===== src/rtl/gshare_history_indexer_pkg.sv =====
// Shared constants and types for the gshare history indexer slice.
// SIZE_OF_GHR sets the default global-history length.
`ifndef SIZE_OF_GHR
`define SIZE_OF_GHR 10
`endif

package gshare_history_indexer_pkg;
    localparam logic True_v    = 1'b1;
    localparam logic False_v   = 1'b0;
    localparam logic RstEnable = 1'b0;

    localparam int PC_W_DEF         = 32;
    localparam int SIZE_OF_PHT_ADDR = 10;
    localparam int HIST_W_DEF       = `SIZE_OF_GHR;
    localparam int CKPT_DEPTH_DEF   = 4;

    // Recovery action applied to the checkpoint queue in one cycle.
    typedef enum logic [1:0] {
        REC_NONE  = 2'd0,
        REC_TRUNC = 2'd1,
        REC_CLEAR = 2'd2
    } ckpt_rec_e;
endpackage


===== src/rtl/gshare_history_indexer_if.sv =====
// Fetch/resolve/update bundle between the branch pipeline (master)
// and the gshare history indexer (slave).
interface gshare_history_indexer_if
    import gshare_history_indexer_pkg::*;
#(
    parameter int PC_W       = PC_W_DEF,
    parameter int IDX_W      = SIZE_OF_PHT_ADDR,
    parameter int CKPT_DEPTH = CKPT_DEPTH_DEF
) ();
    localparam int ID_W = $clog2(CKPT_DEPTH);

    logic             stall;
    logic             fetch_valid;
    logic [PC_W-1:0]  fetch_pc;
    logic             pred_dir;
    logic [IDX_W-1:0] pht_addr;
    logic [ID_W-1:0]  ckpt_id;
    logic             ckpt_full;
    logic             resolve_valid;
    logic [ID_W-1:0]  resolve_id;
    logic             resolve_dir;
    logic             resolve_mispredict;
    logic             flush;
    logic             upd_valid;
    logic [IDX_W-1:0] upd_addr;
    logic             upd_dir;
    logic             proto_err;

    modport master (
        output stall, fetch_valid, fetch_pc, pred_dir,
               resolve_valid, resolve_id, resolve_dir, resolve_mispredict, flush,
        input  pht_addr, ckpt_id, ckpt_full, upd_valid, upd_addr, upd_dir, proto_err
    );

    modport slave (
        input  stall, fetch_valid, fetch_pc, pred_dir,
               resolve_valid, resolve_id, resolve_dir, resolve_mispredict, flush,
        output pht_addr, ckpt_id, ckpt_full, upd_valid, upd_addr, upd_dir, proto_err
    );
endinterface


===== src/rtl/gshare_history_indexer_bp_ckpt_fifo.sv =====
// Circular checkpoint buffer: push at tail, pop at head, and recovery
// by truncating after the head or clearing everything in flight.
module bp_ckpt_fifo
    import gshare_history_indexer_pkg::*;
#(
    parameter  int ENTRY_W = 20,
    parameter  int DEPTH   = 4,
    localparam int PTR_W   = $clog2(DEPTH),
    localparam int CNT_W   = PTR_W + 1
) (
    input  logic               clk,
    input  logic               resetn,
    input  logic               i_push,
    input  logic [ENTRY_W-1:0] i_push_entry,
    input  logic               i_pop,
    input  ckpt_rec_e          i_rec,
    output logic [ENTRY_W-1:0] o_head_entry,
    output logic [PTR_W-1:0]   o_head,
    output logic [PTR_W-1:0]   o_tail,
    output logic               o_full,
    output logic               o_empty
);
    logic [ENTRY_W-1:0] r_mem [DEPTH];
    logic [PTR_W-1:0]   r_head;
    logic [PTR_W-1:0]   r_tail;
    logic [CNT_W-1:0]   r_count;
    logic [PTR_W-1:0]   w_head_inc;

    assign w_head_inc = r_head + 1'b1;

    // NOTE: sequential state uses non-blocking assignments so every register samples pre-edge values.
    always_ff @(posedge clk) begin
        if (resetn == RstEnable) begin
            r_head  <= '0;
            r_tail  <= '0;
            r_count <= '0;
        end else begin
            unique case (i_rec)
                REC_TRUNC: begin
                    r_head  <= w_head_inc;
                    r_tail  <= w_head_inc;
                    r_count <= '0;
                end
                REC_CLEAR: begin
                    r_head  <= r_tail;
                    r_count <= '0;
                end
                default: begin
                    if (i_push) r_tail <= r_tail + 1'b1;
                    if (i_pop)  r_head <= w_head_inc;
                    if (i_push && !i_pop)      r_count <= r_count + 1'b1;
                    else if (!i_push && i_pop) r_count <= r_count - 1'b1;
                end
            endcase
        end
    end

    // NOTE: storage has no reset; validity is carried entirely by head/tail/count.
    always_ff @(posedge clk) begin
        if (i_push) r_mem[r_tail] <= i_push_entry;
    end

    assign o_head_entry = r_mem[r_head];
    assign o_head       = r_head;
    assign o_tail       = r_tail;
    assign o_full       = (r_count == CNT_W'(DEPTH));
    assign o_empty      = (r_count == '0);
endmodule


===== src/rtl/gshare_history_indexer.sv =====
// Speculative/retired GHR keeper and PHT index former for the predictor.
// Define GSHARE_XOR_EN for the gshare XOR index; otherwise the index is bimodal (PC only).
module gshare_history_indexer
    import gshare_history_indexer_pkg::*;
#(
    parameter int PC_W       = PC_W_DEF,
    parameter int IDX_W      = SIZE_OF_PHT_ADDR,
    parameter int HIST_W     = HIST_W_DEF,
    parameter int CKPT_DEPTH = CKPT_DEPTH_DEF
) (
    input logic clk,
    input logic resetn,
    gshare_history_indexer_if.slave bus
);
    localparam int ID_W    = $clog2(CKPT_DEPTH);
    localparam int ENTRY_W = HIST_W + IDX_W;

    logic [HIST_W-1:0]  r_spec_ghr;
    logic [HIST_W-1:0]  r_ret_ghr;
    logic               r_upd_valid;
    logic [IDX_W-1:0]   r_upd_addr;
    logic               r_upd_dir;
    logic               r_proto_err;

    logic [HIST_W-1:0]  w_spec_ghr_nxt;
    logic [HIST_W-1:0]  w_ret_ghr_nxt;
    logic [IDX_W-1:0]   w_pc_idx;
    logic [IDX_W-1:0]   w_idx;
    logic [ENTRY_W-1:0] w_head_entry;
    logic [HIST_W-1:0]  w_head_ghr;
    logic [IDX_W-1:0]   w_head_idx;
    logic [ID_W-1:0]    w_head;
    logic [ID_W-1:0]    w_tail;
    logic               w_full;
    logic               w_empty;
    logic               w_pop;
    logic               w_mispredict;
    logic               w_flush;
    logic               w_push;
    logic               w_bad_id;
    logic               w_unused_pc;
    ckpt_rec_e          w_rec;

    // Shift one direction into a history; with HIST_W == 1 this is a plain load.
    function automatic logic [HIST_W-1:0] shift_in(input logic [HIST_W-1:0] ghr, input logic dir);
        logic [HIST_W:0] w_cat;
        w_cat = {ghr, dir};
        return w_cat[HIST_W-1:0];
    endfunction

    assign w_pc_idx    = bus.fetch_pc[IDX_W+1:2];
    assign w_unused_pc = ^{bus.fetch_pc[PC_W-1:IDX_W+2], bus.fetch_pc[1:0]};

`ifdef GSHARE_XOR_EN
    logic [IDX_W-1:0] w_ghr_ext;
    always_comb begin
        w_ghr_ext               = '0;
        w_ghr_ext[HIST_W-1:0]   = r_spec_ghr;
    end
    assign w_idx = w_pc_idx ^ w_ghr_ext;
`else
    assign w_idx = w_pc_idx;
`endif

    assign {w_head_ghr, w_head_idx} = w_head_entry;

    // An empty-queue resolve is a protocol error and does not pop.
    assign w_pop        = bus.resolve_valid & ~bus.stall & ~w_empty;
    assign w_mispredict = w_pop & bus.resolve_mispredict;
    assign w_flush      = bus.flush & ~bus.stall;
    assign w_push       = bus.fetch_valid & ~bus.stall & ~w_full & ~w_mispredict & ~bus.flush;
    assign w_bad_id     = bus.resolve_valid & ~bus.stall & (w_empty | (bus.resolve_id != w_head));

    // NOTE: every always_comb output gets a default first so no path infers a latch.
    always_comb begin
        w_rec = REC_NONE;
        if (w_flush)           w_rec = REC_CLEAR;
        else if (w_mispredict) w_rec = REC_TRUNC;

        w_ret_ghr_nxt = r_ret_ghr;
        if (w_pop) w_ret_ghr_nxt = shift_in(r_ret_ghr, bus.resolve_dir);

        w_spec_ghr_nxt = r_spec_ghr;
        if (w_flush)           w_spec_ghr_nxt = w_ret_ghr_nxt;
        else if (w_mispredict) w_spec_ghr_nxt = shift_in(w_head_ghr, bus.resolve_dir);
        else if (w_push)       w_spec_ghr_nxt = shift_in(r_spec_ghr, bus.pred_dir);
    end

    always_ff @(posedge clk) begin
        if (resetn == RstEnable) begin
            r_spec_ghr  <= '0;
            r_ret_ghr   <= '0;
            r_upd_valid <= False_v;
            r_upd_addr  <= '0;
            r_upd_dir   <= False_v;
            r_proto_err <= False_v;
        end else begin
            r_spec_ghr  <= w_spec_ghr_nxt;
            r_ret_ghr   <= w_ret_ghr_nxt;
            r_upd_valid <= w_pop;
            if (w_pop) begin
                r_upd_addr <= w_head_idx;
                r_upd_dir  <= bus.resolve_dir;
            end
            if (w_bad_id) r_proto_err <= True_v;
        end
    end

    bp_ckpt_fifo #(
        .ENTRY_W (ENTRY_W),
        .DEPTH   (CKPT_DEPTH)
    ) u_fifo (
        .clk          (clk),
        .resetn       (resetn),
        .i_push       (w_push),
        .i_push_entry ({r_spec_ghr, w_idx}),
        .i_pop        (w_pop),
        .i_rec        (w_rec),
        .o_head_entry (w_head_entry),
        .o_head       (w_head),
        .o_tail       (w_tail),
        .o_full       (w_full),
        .o_empty      (w_empty)
    );

    assign bus.pht_addr  = w_idx;
    assign bus.ckpt_id   = w_tail;
    assign bus.ckpt_full = w_full;
    assign bus.upd_valid = r_upd_valid & ~bus.stall;
    assign bus.upd_addr  = r_upd_addr;
    assign bus.upd_dir   = r_upd_dir;
    assign bus.proto_err = r_proto_err;
endmodule


===== src/flat_wrapper.sv =====
// flat-port wrapper written by rule: the top's interface ports become plain ports
module gshare_history_indexer_flat import gshare_history_indexer_pkg::*;
#(
    parameter int PC_W       = PC_W_DEF,
    parameter int IDX_W      = SIZE_OF_PHT_ADDR,
    parameter int HIST_W     = HIST_W_DEF,
    parameter int CKPT_DEPTH = CKPT_DEPTH_DEF
)
  (clk, resetn, bus_stall, bus_fetch_valid, bus_fetch_pc, bus_pred_dir, bus_resolve_valid, bus_resolve_id, bus_resolve_dir, bus_resolve_mispredict, bus_flush, bus_pht_addr, bus_ckpt_id, bus_ckpt_full, bus_upd_valid, bus_upd_addr, bus_upd_dir, bus_proto_err);
  gshare_history_indexer_if #(.PC_W(PC_W), .IDX_W(IDX_W), .CKPT_DEPTH(CKPT_DEPTH)) bus_i ();
  input logic clk;
  input logic resetn;
  input wire logic [$bits(bus_i.stall)-1:0] bus_stall;
  input wire logic [$bits(bus_i.fetch_valid)-1:0] bus_fetch_valid;
  input wire logic [$bits(bus_i.fetch_pc)-1:0] bus_fetch_pc;
  input wire logic [$bits(bus_i.pred_dir)-1:0] bus_pred_dir;
  input wire logic [$bits(bus_i.resolve_valid)-1:0] bus_resolve_valid;
  input wire logic [$bits(bus_i.resolve_id)-1:0] bus_resolve_id;
  input wire logic [$bits(bus_i.resolve_dir)-1:0] bus_resolve_dir;
  input wire logic [$bits(bus_i.resolve_mispredict)-1:0] bus_resolve_mispredict;
  input wire logic [$bits(bus_i.flush)-1:0] bus_flush;
  output wire logic [$bits(bus_i.pht_addr)-1:0] bus_pht_addr;
  output wire logic [$bits(bus_i.ckpt_id)-1:0] bus_ckpt_id;
  output wire logic [$bits(bus_i.ckpt_full)-1:0] bus_ckpt_full;
  output wire logic [$bits(bus_i.upd_valid)-1:0] bus_upd_valid;
  output wire logic [$bits(bus_i.upd_addr)-1:0] bus_upd_addr;
  output wire logic [$bits(bus_i.upd_dir)-1:0] bus_upd_dir;
  output wire logic [$bits(bus_i.proto_err)-1:0] bus_proto_err;
  assign bus_i.stall = bus_stall;
  assign bus_i.fetch_valid = bus_fetch_valid;
  assign bus_i.fetch_pc = bus_fetch_pc;
  assign bus_i.pred_dir = bus_pred_dir;
  assign bus_i.resolve_valid = bus_resolve_valid;
  assign bus_i.resolve_id = bus_resolve_id;
  assign bus_i.resolve_dir = bus_resolve_dir;
  assign bus_i.resolve_mispredict = bus_resolve_mispredict;
  assign bus_i.flush = bus_flush;
  assign bus_pht_addr = bus_i.pht_addr;
  assign bus_ckpt_id = bus_i.ckpt_id;
  assign bus_ckpt_full = bus_i.ckpt_full;
  assign bus_upd_valid = bus_i.upd_valid;
  assign bus_upd_addr = bus_i.upd_addr;
  assign bus_upd_dir = bus_i.upd_dir;
  assign bus_proto_err = bus_i.proto_err;
  gshare_history_indexer #(.PC_W(PC_W), .IDX_W(IDX_W), .HIST_W(HIST_W), .CKPT_DEPTH(CKPT_DEPTH)) u_core (.clk(clk), .resetn(resetn), .bus(bus_i));
endmodule

===== config.mk =====
export PLATFORM = sky130hd
export DESIGN_NAME = gshare_history_indexer_flat
export DESIGN_NICKNAME = d
export VERILOG_FILES = /design/src/rtl/gshare_history_indexer_pkg.sv /design/src/rtl/gshare_history_indexer_if.sv /design/src/rtl/gshare_history_indexer_bp_ckpt_fifo.sv /design/src/rtl/gshare_history_indexer.sv /design/src/flat_wrapper.sv
export SDC_FILE = /design/constraint.sdc
export NUM_CORES = 1
export LEC_CHECK = 0
export CAP_MARGIN = 10
export CORE_UTILIZATION = 35
export DETAILED_ROUTE_END_ITERATION = 7
export MAX_ROUTING_LAYER = met4
export PLACE_DENSITY = 0.61
export SYNTH_ARGS = -nofsm -noshare
export SYNTH_HDL_FRONTEND = slang
export SYNTH_SLANG_ARGS = --single-unit

===== constraint.sdc =====
create_clock -name clk -period 2.3 [get_ports clk]
set_input_delay 0.46 -clock clk [delete_from_list [all_inputs] [get_ports clk]]
set_output_delay 0.46 -clock clk [all_outputs]
set_load 0.03 [all_outputs]

After elaboration in Yosys (flattened, before gate mapping)
Memory sizes are Yosys's and may differ from the RTL's. A register that Yosys moved wholly into a read port is not among the register bits.
Cells that the tools add are included.
{"block": "totals", "mem_count": 1, "regBits": 40, "out_inout_bits": 26, "ram_bits": 80, "in_bits": 43, "word_cells": 63}
{"memory": "u_core.u_fifo.r_mem", "depth": 4, "width": 20, "read_ports": 1, "rd_ports_with_merged_regs": 1, "wr": 1, "line": "gshare_history_indexer_bp_ckpt_fifo.sv:23", "text": "logic [ENTRY_W-1:0] r_mem [DEPTH];"}
{"block": "op_classes", "addsub": 4, "n_eq_ne": 4, "bitwise_logic": 18, "mux": 16, "reduce_logical": 11}
{"op": "$mux 10", "count": 4}
{"op": "$and 1x1->1", "count": 10}
{"op": "$mux 2", "count": 5}
{"op": "$pmux 2 s2", "count": 2}
{"op": "$not 1->1", "count": 7}
{"op": "$mux 3", "count": 2}
{"op": "$reduce_bool 3->1", "count": 2}
{"op": "$add 2x1->2 const B", "count": 2}
{"op": "$reduce_bool 2->1", "count": 2}
{"op": "$add 3x1->3 const B", "count": 1}
{"op": "$eq 3x3->1 const B", "count": 1}
{"op": "$logic_not 3->1", "count": 1}
{"op": "$mux 1", "count": 3}
{"op": "$reduce_or 3->1", "count": 1}
{"op": "$sub 3x1->3 const B", "count": 1}
{"op": "$eq 2x1->1 const B", "count": 1}
{"op": "$eq 2x2->1 const B", "count": 1}
{"op": "$logic_and 1x1->1", "count": 2}
{"op": "$logic_not 1->1", "count": 2}
{"op": "$ne 2x2->1", "count": 1}
{"op": "$reduce_and 2->1", "count": 1}
{"op": "$or 1x1->1", "count": 1}

Logic depth before layout (Yosys ltp)
Gate-level depths: netlist of run 1.
{"block": "logic_depth", "ltp_word": 11, "mapped_depth": 11, "ltp_nobuf": 9}

Hierarchy
Synthesis of run 1 repeated with hierarchy kept, for this count alone.
{"block": "hier_totals", "cells_unflattened": 363, "hier_area_um2": 5021.1}
{"module": "bp_ckpt_fifo", "n_inst": 1, "seq_area_each_um2": 2582.5, "cells_each": 165, "area_per_inst_um2": 3412.0}
{"module": "gshare_history_indexer", "n_inst": 1, "seq_area_each_um2": 660.6, "cells_each": 198, "area_per_inst_um2": 1609.0}

Worst setup path before layout of run 1
No wires, ideal clock.
{"block": "synth_timing", "kind": "input-to-reg", "start": "input port bus_flush", "end": "register u_core.u_fifo.r_count[2]", "arrival_time_ns": 2.371, "path_buffers": 0, "setup_ns": 0.070, "t_required_ns": 2.230, "stages": 9, "slack_ns": -0.142, "path_cell_list": "or3b_4 or2_1 nor2_1 ha_1 inv_1 fa_1 xor2_1 or3_1 a21oi_1"}
{"block": "synth_between", "elab_chain_len": 5}
{"element": "from (decl)", "line": "flat_wrapper.sv:21", "text": "input wire logic [$bits(bus_i.flush)-1:0] bus_flush;"}
{"element": "branches (longest 5 deep; another with $reduce_or 3->1)"}
{"element": "to (signal assigned)", "line": "gshare_history_indexer_bp_ckpt_fifo.sv:51", "text": "if (i_push && !i_pop) r_count <= r_count + 1'b1;"}
{"element": "to (signal assigned)", "line": "gshare_history_indexer_bp_ckpt_fifo.sv:52", "text": "else if (!i_push && i_pop) r_count <= r_count - 1'b1;"}
{"element": "to (decl)", "line": "gshare_history_indexer_bp_ckpt_fifo.sv:26", "text": "logic [CNT_W-1:0] r_count;"}
Parallel ways; which one is timed is not known.
A chain may end at the register's enable or synchronous reset.

Worst setup path after layout of run 1
Ends and elaborated chain as after synthesis.

==> flow_summary.ini, run 1 <==
[status]
status = completed

[clocking]
holdBufCountCts = 0
clock-sinks = 62
cts-buffers-inserted = 9
cts_tree = done
clock_latency_ns = 0.33
clk_pin_slew_ns = 0.07
clk_path_buf_depth = 2
h-tree-depth = 3
clockRootBuffer = clkbuf_8

[pwr]
power_density_nw_per_um2 = 716.7
p_leak_nw = 1.181
irDropWorstVdd_v = 0.0003521

[global_route]
grt_pass1_wl_um = 7976
grt_use_total_pct = 14.87
antenna_found_initial = 0
grt_overflow = 0
grt_max_degree = 11
grt_pass1_vias = 1589

[drt]
drc = 0
routedWlPerCell_um = 14.58
initialDrtViolationCount = 51
vias = 1601
firstDrtPassIters = 4
ant_nets = 0
drt_wl_total_um = 4929
vias_per_cell = 4.737

[worst_setup_path]
path_class = input port to flop
end_kind = flop
crit_arrival_ns = 2.50
path_max_fanout = 3
crit_required_ns = 2.57
rrSetupSlack_ns = 0.13
startpoint_type = input port

[synthesis]
yosys.cell_types.count = 37
synth_area_um2 = 2561
synth_edf_count = 40
syn_avg_cell_area_um2 = 14.80
synthFlopType = edfxtp_1
synthCells = 173
synth-seq-area-share_pct = 64.09
ys_ff_latch = 62
syn_nets = 222
yosysWarnings = 0
async_flop_share_pct = 0

[sta]
relSlewSlack_pct = 64.83
min_period_over_period_pct = 96.96
worstMarginPinSlew_ns = 0.5269
rsz0062_at_grt = false
hold_viol = 0
holdWs_ns = 0.4613
max_freq_mhz = 448.4
skew_ns = 0.008219
fin_ws_ns = 0.06986
slew_violations = 0
setup-violations-final = 0
finalCriticalPeriod_ns = 2.230

[layout]
layout_common_cells = clkdlybuf4s50_1 (40), edfxtp_1 (40), buf_4 (26), dfxtp_1 (21)
nets = 287
drive_above_1_share_pct = 26.45
areaGrowthSynthToFinish_pct = 33.17
diodes = 0
nFillCells = 626
stdcell_area_um2 = 3411

[place]
postPlaceCellArea_um2 = 3212
dp.final_hpwl_um = 3267
place_congestion = 0.8121
numPortBuffers = 45
pre_cts_ws_ns = -0.5374

[die]
die_x_um = 87.55
die-area_um2 = 7664
initial_core_util_pct = 36.88
rows = 30
core_area_um2 = 6944
die_y_um = 87.55
num_io_pins = 69

[job]
drv_cap = 0

[worst_hold_path]
hp-class = flop to flop
-- synth_stat cells (all sizes together), types with 2 or more instances --
cell type   n  share of area (%)
edfxtp     40                 47
dfxtp      22                 17
buf        12                3.3
mux4       10                8.8
nand2      10                1.5
o2bb2ai    10                3.4
inv         7                1.0
o21ai       7                1.4
ha          5                2.4
nor3        5                1.2
nor3b       5                1.7
clkbuf      4               0.59
nor2        4               0.59
a31oi       3               0.73
nand2b      3               0.73
or3         3               0.73
xor2        3                1.0
a21oi       2               0.39
a311oi      2               0.93
and2b       2               0.59
nand3       2               0.39
or3b        2               0.78
xnor2       2               0.68
-- power by group --
part / total (mW) / switching [mW] / leakage (nW) / internal [mW]
logic: 0.316 / 0.158 / 0.549 / 0.158
clock network: 0.889 / 0.395 / 0.0912 / 0.494
registers: 1.24 / 0.0249 / 0.541 / 1.21
total: 2.44 / 0.578 / 1.18 / 1.87
-- final timing paths --
| check | end | cells after the start | startpoint |
|---|---|---|---|
| min reg2reg | u_core.bus.upd_addr[1] | 2 | u_core.bus.upd_addr[1] |
| max reg2reg | u_core.u_fifo.r_count[2] | 9 | u_core.u_fifo.r_count[0] |
| min | u_core.bus.upd_addr[1] | 2 | u_core.bus.upd_addr[1] |
| max | u_core.u_fifo.r_count[2] | 10 | bus_flush |
-- area by class of cell --
cell class,instances,area (um^2),share of cell area (%)
Sequential cell,62,1643,48.17
Tap cell,96,120.1,3.522
Multi-Input combinational cell,88,817.0,23.95
Clock buffer,11,131.4,3.852
Timing Repair Buffer,70,625.6,18.34
Inverter,7,26.28,0.7704
Clock inverter,4,47.55,1.394
-- through the flow --
stage,util [%],TNS [ns],std cells,power [mW]
floorplan,-,-1.069,173,1.439
global placement,46.25,-5.806,321,1.575
detailed placement,46.25,-6.513,321,1.578
CTS,48.68,-0.005786,336,2.465
global route,49.12,0,338,2.554
finish,49.12,0,338,2.444
-- logic make-up after synthesis --
group / Yosys count / share of synthesized area, %
flip-flops: 62 / 64.09
AND/OR/NAND/NOR: 39 / 9.087
AO/OA/AOI/OAI: 27 / 7.767
buffers and inverters: 23 / 4.934
multiplexers: 11 / 9.184
adder cells (fa/ha/maj): 6 / 3.224
XOR/XNOR: 5 / 1.710
-- metal layers --
metal  global-route usage (%)  up-vias  routed length (um)
met5                        -        -                   0
met4                    6.706        0                  54
met3                    4.053        7                 220
met2                    23.72       46                2461
met1                    17.63      774                2192
li1                         -      774                   -
-- worst max-delay path: stages --
cell and delay [ns]:
buf_2 0.11, or3b_4 0.40, or2_4 0.25, nor2_4 0.07, ha_2 0.19, inv_2 0.04, fa_2 0.37, xor2_1 0.17
or3_1 0.32, a21oi_2 0.11
-- sequential cells by signal, summed over array words and instances, names as in the netlist, named ones only --
register	count
u_core.u_fifo.r_mem	40
u_core.u_fifo.o_tail	2
u_core.bus.upd_dir	1
u_core.u_fifo.r_count	3
u_core.u_fifo.o_head	2
u_core.r_upd_valid	1
u_core.bus.upd_addr	10
u_core.bus.proto_err	1
-- repair_timing --
| item | CTS | global route |
|---|---|---|
| endpoints found under the setup margin | 1 | 1 |
| pin swaps | 8 | 6 |
| resized for setup | 14 | 4 |
| setup buffers | 0 | 2 |
(Power assumes the default switching activity.)
==> inputs of run 2 (changes only) <==
--- a/config.mk
+++ b/config.mk
@@ -10,6 +10,7 @@
 export DETAILED_ROUTE_END_ITERATION = 7
 export MAX_ROUTING_LAYER = met4
 export PLACE_DENSITY = 0.61
+export SETUP_SLACK_MARGIN = 0.4
 export SYNTH_ARGS = -nofsm -noshare
 export SYNTH_HDL_FRONTEND = slang
 export SYNTH_SLANG_ARGS = --single-unit
==> flow_summary.ini, run 2 (synthesized netlist as in run 1, its figures left out) <==
[drt]
ant_nets = 0
vias = 1606
drt_wl_total_um = 5027
routedWlPerCell_um = 14.74
vias_per_cell = 4.710
initialDrtViolationCount = 52
firstDrtPassIters = 4
drc = 0

[clocking]
clock-sinks = 62
cts-buffers-inserted = 9
clk_pin_slew_ns = 0.07
clockRootBuffer = clkbuf_8
h-tree-depth = 3
holdBufCountCts = 0
clk_path_buf_depth = 2
clock_latency_ns = 0.34
cts_tree = done

[worst_setup_path]
path_class = input port to flop
worstPathCellList = buf_6 -> or3b_4 -> or2_4 -> nor2_4 -> ha_4 -> inv_2 -> fa_2 -> xor2_2 -> or3_1 -> a21oi_1
crit_arrival_ns = 2.46
cpMaxStageDelayCell = or3b_4
startpoint_type = input port
max_stage_delay_ns = 0.40
path_max_fanout = 5
crit_required_ns = 2.57
end_kind = flop

[place]
numPortBuffers = 45
place_congestion = 0.8174
dp.final_hpwl_um = 3351

[pwr]
switching_share_pct = 24.48
irDropWorstVdd_v = 0.0003189
finalPower_mw = 2.475
pwr-share-seq_pct = 50.2
power.share.combinational_pct = 13.0
clkPwrFrac_pct = 36.9
power_density_nw_per_um2 = 712.8
p_leak_nw = 1.226
power.switching_uw = 605.9
internal-power_mw = 1.869

[sta]
min_period_over_period_pct = 95.18
worstMarginPinSlew_ns = 0.5147
relSlewSlack_pct = 65.64
finalCriticalPeriod_ns = 2.189
max_freq_mhz = 456.8
rsz0062_at_grt = true
tns_ns = 0
skew_ns = 0.008021
hold_viol = 0
holdWs_ns = 0.4603
slew_violations = 0
setup-violations-final = 0

[layout]
layout_common_cells = edfxtp_1 (40), buf_4 (28), clkdlybuf4s50_1 (27), dfxtp_1 (21)
nets = 289
diodes = 0
largest_reg_flops = 40
top_register = u_core.u_fifo.r_mem
layout_commonest_cell = edfxtp_1
drive_above_1_share_pct = 29.80
areaGrowthSynthToFinish_pct = 35.56
final_util_pct = 50.00

[global_route]
antenna_found_initial = 0
grt_pass1_vias = 1652
grt_pass1_wl_um = 8231
grt_overflow = 0
grt_use_total_pct = 15.34
grt_max_degree = 15

[die]
num_io_pins = 69
die_x_um = 87.55
initial_core_util_pct = 36.88
die-area_um2 = 7664
rows = 30
core_area_um2 = 6944
die_y_um = 87.55

[job]
drv_cap = 0

[worst_hold_path]
hp-class = flop to flop

[status]
status = completed
==> run 2: cell types whose count changed in the layout (fill, tap and decap cells not counted), sizes merged <==
cell,previous run,this run
clkdlybuf4s50,40,27
clkdlybuf4s15,0,4
dlygate4sd2,1,8
buf,29,31
dlymetal6s2s,0,1
inv,8,7
clkinvlp,0,3
==> run 2: final timing paths <==
check,slack (ns),cells past startpoint,endpoint,start
worst max-delay path,0.11,10,u_core.u_fifo.r_count[2],bus_flush
worst min-delay path,0.46,2,u_core.bus.upd_addr[1],u_core.bus.upd_addr[1]
worst max register to register,0.17,9,u_core.u_fifo.r_count[2],u_core.u_fifo.r_count[1]
worst min register to register,0.46,2,u_core.bus.upd_addr[1],u_core.bus.upd_addr[1]
==> run 2: cell type report <==
cell class / count / area, um^2
clock buffer: 10 / 127.6
clock inverter: 6 / 62.56
fill: 638 / 3472
inverter: 7 / 26.28
multi-input combinational: 88 / 855.8
sequential: 62 / 1643
tap: 96 / 120.1
timing repair buffer: 72 / 636.9
==> run 2: per-layer routing <==
| metal | up-vias | global-route usage, % | part of all wire, % | routed length, um |
|---|---|---|---|---|
| met5 | - | - | 0 | 0 |
| met4 | 0 | 7.899 | 1.3 | 67 |
| met3 | 4 | 3.864 | 4.8 | 242 |
| met2 | 41 | 24.22 | 49 | 2448 |
| met1 | 782 | 18.21 | 45 | 2268 |
| li1 | 779 | - | - | - |
==> run 2: power groups by stage <==
stage	combinational, mW	sequential (mW)	clock [mW]
after CTS	0.308	1.24	0.940
after global placement	0.312	1.27	0
final	0.321	1.24	0.912
after global routing	0.346	1.25	0.984
after detailed placement	0.315	1.27	0
after floorplan	0.164	1.28	0
==> run 2: repair_timing <==
action	in CTS	in global routing
resized for setup	29	13
setup endpoints to repair	56	11
pin swaps	8	9
cloned	0	0
buffers inserted	0	4
==> run 2: critical path, delay by kind of cell <==
kind / cells / cell delay [ns]
AND/OR/NAND/NOR: 4 / 1.05
adder cells (fa/ha/maj): 2 / 0.53
XOR/XNOR: 1 / 0.16
buffers and inverters: 2 / 0.13
AO/OA/AOI/OAI: 1 / 0.12
==> run 2: metrics by stage <==
step / cell area, um^2 / cells / worst slack [ns]
finish: 3472 / 341 / 0.1108
CTS: 3392 / 337 / 0.01692
detailed placement: 3223 / 321 / -0.5572
floorplan: 2584 / 173 / -0.04700
global placement: 3223 / 321 / -0.5034
global route: 3472 / 341 / 0.05424
==> inputs of run 3 (changes only) <==
--- a/config.mk
+++ b/config.mk
@@ -7,10 +7,12 @@
 export LEC_CHECK = 0
 export CAP_MARGIN = 10
 export CORE_UTILIZATION = 35
+export CTS_CLUSTER_DIAMETER = 150
 export DETAILED_ROUTE_END_ITERATION = 7
 export MAX_ROUTING_LAYER = met4
 export PLACE_DENSITY = 0.61
 export SETUP_SLACK_MARGIN = 0.4
+export SKIP_LAST_GASP = 1
 export SYNTH_ARGS = -nofsm -noshare
 export SYNTH_HDL_FRONTEND = slang
 export SYNTH_SLANG_ARGS = --single-unit
==> results of run 3 <==
The final DEF is identical to that of run 2; final timing and power are the same.
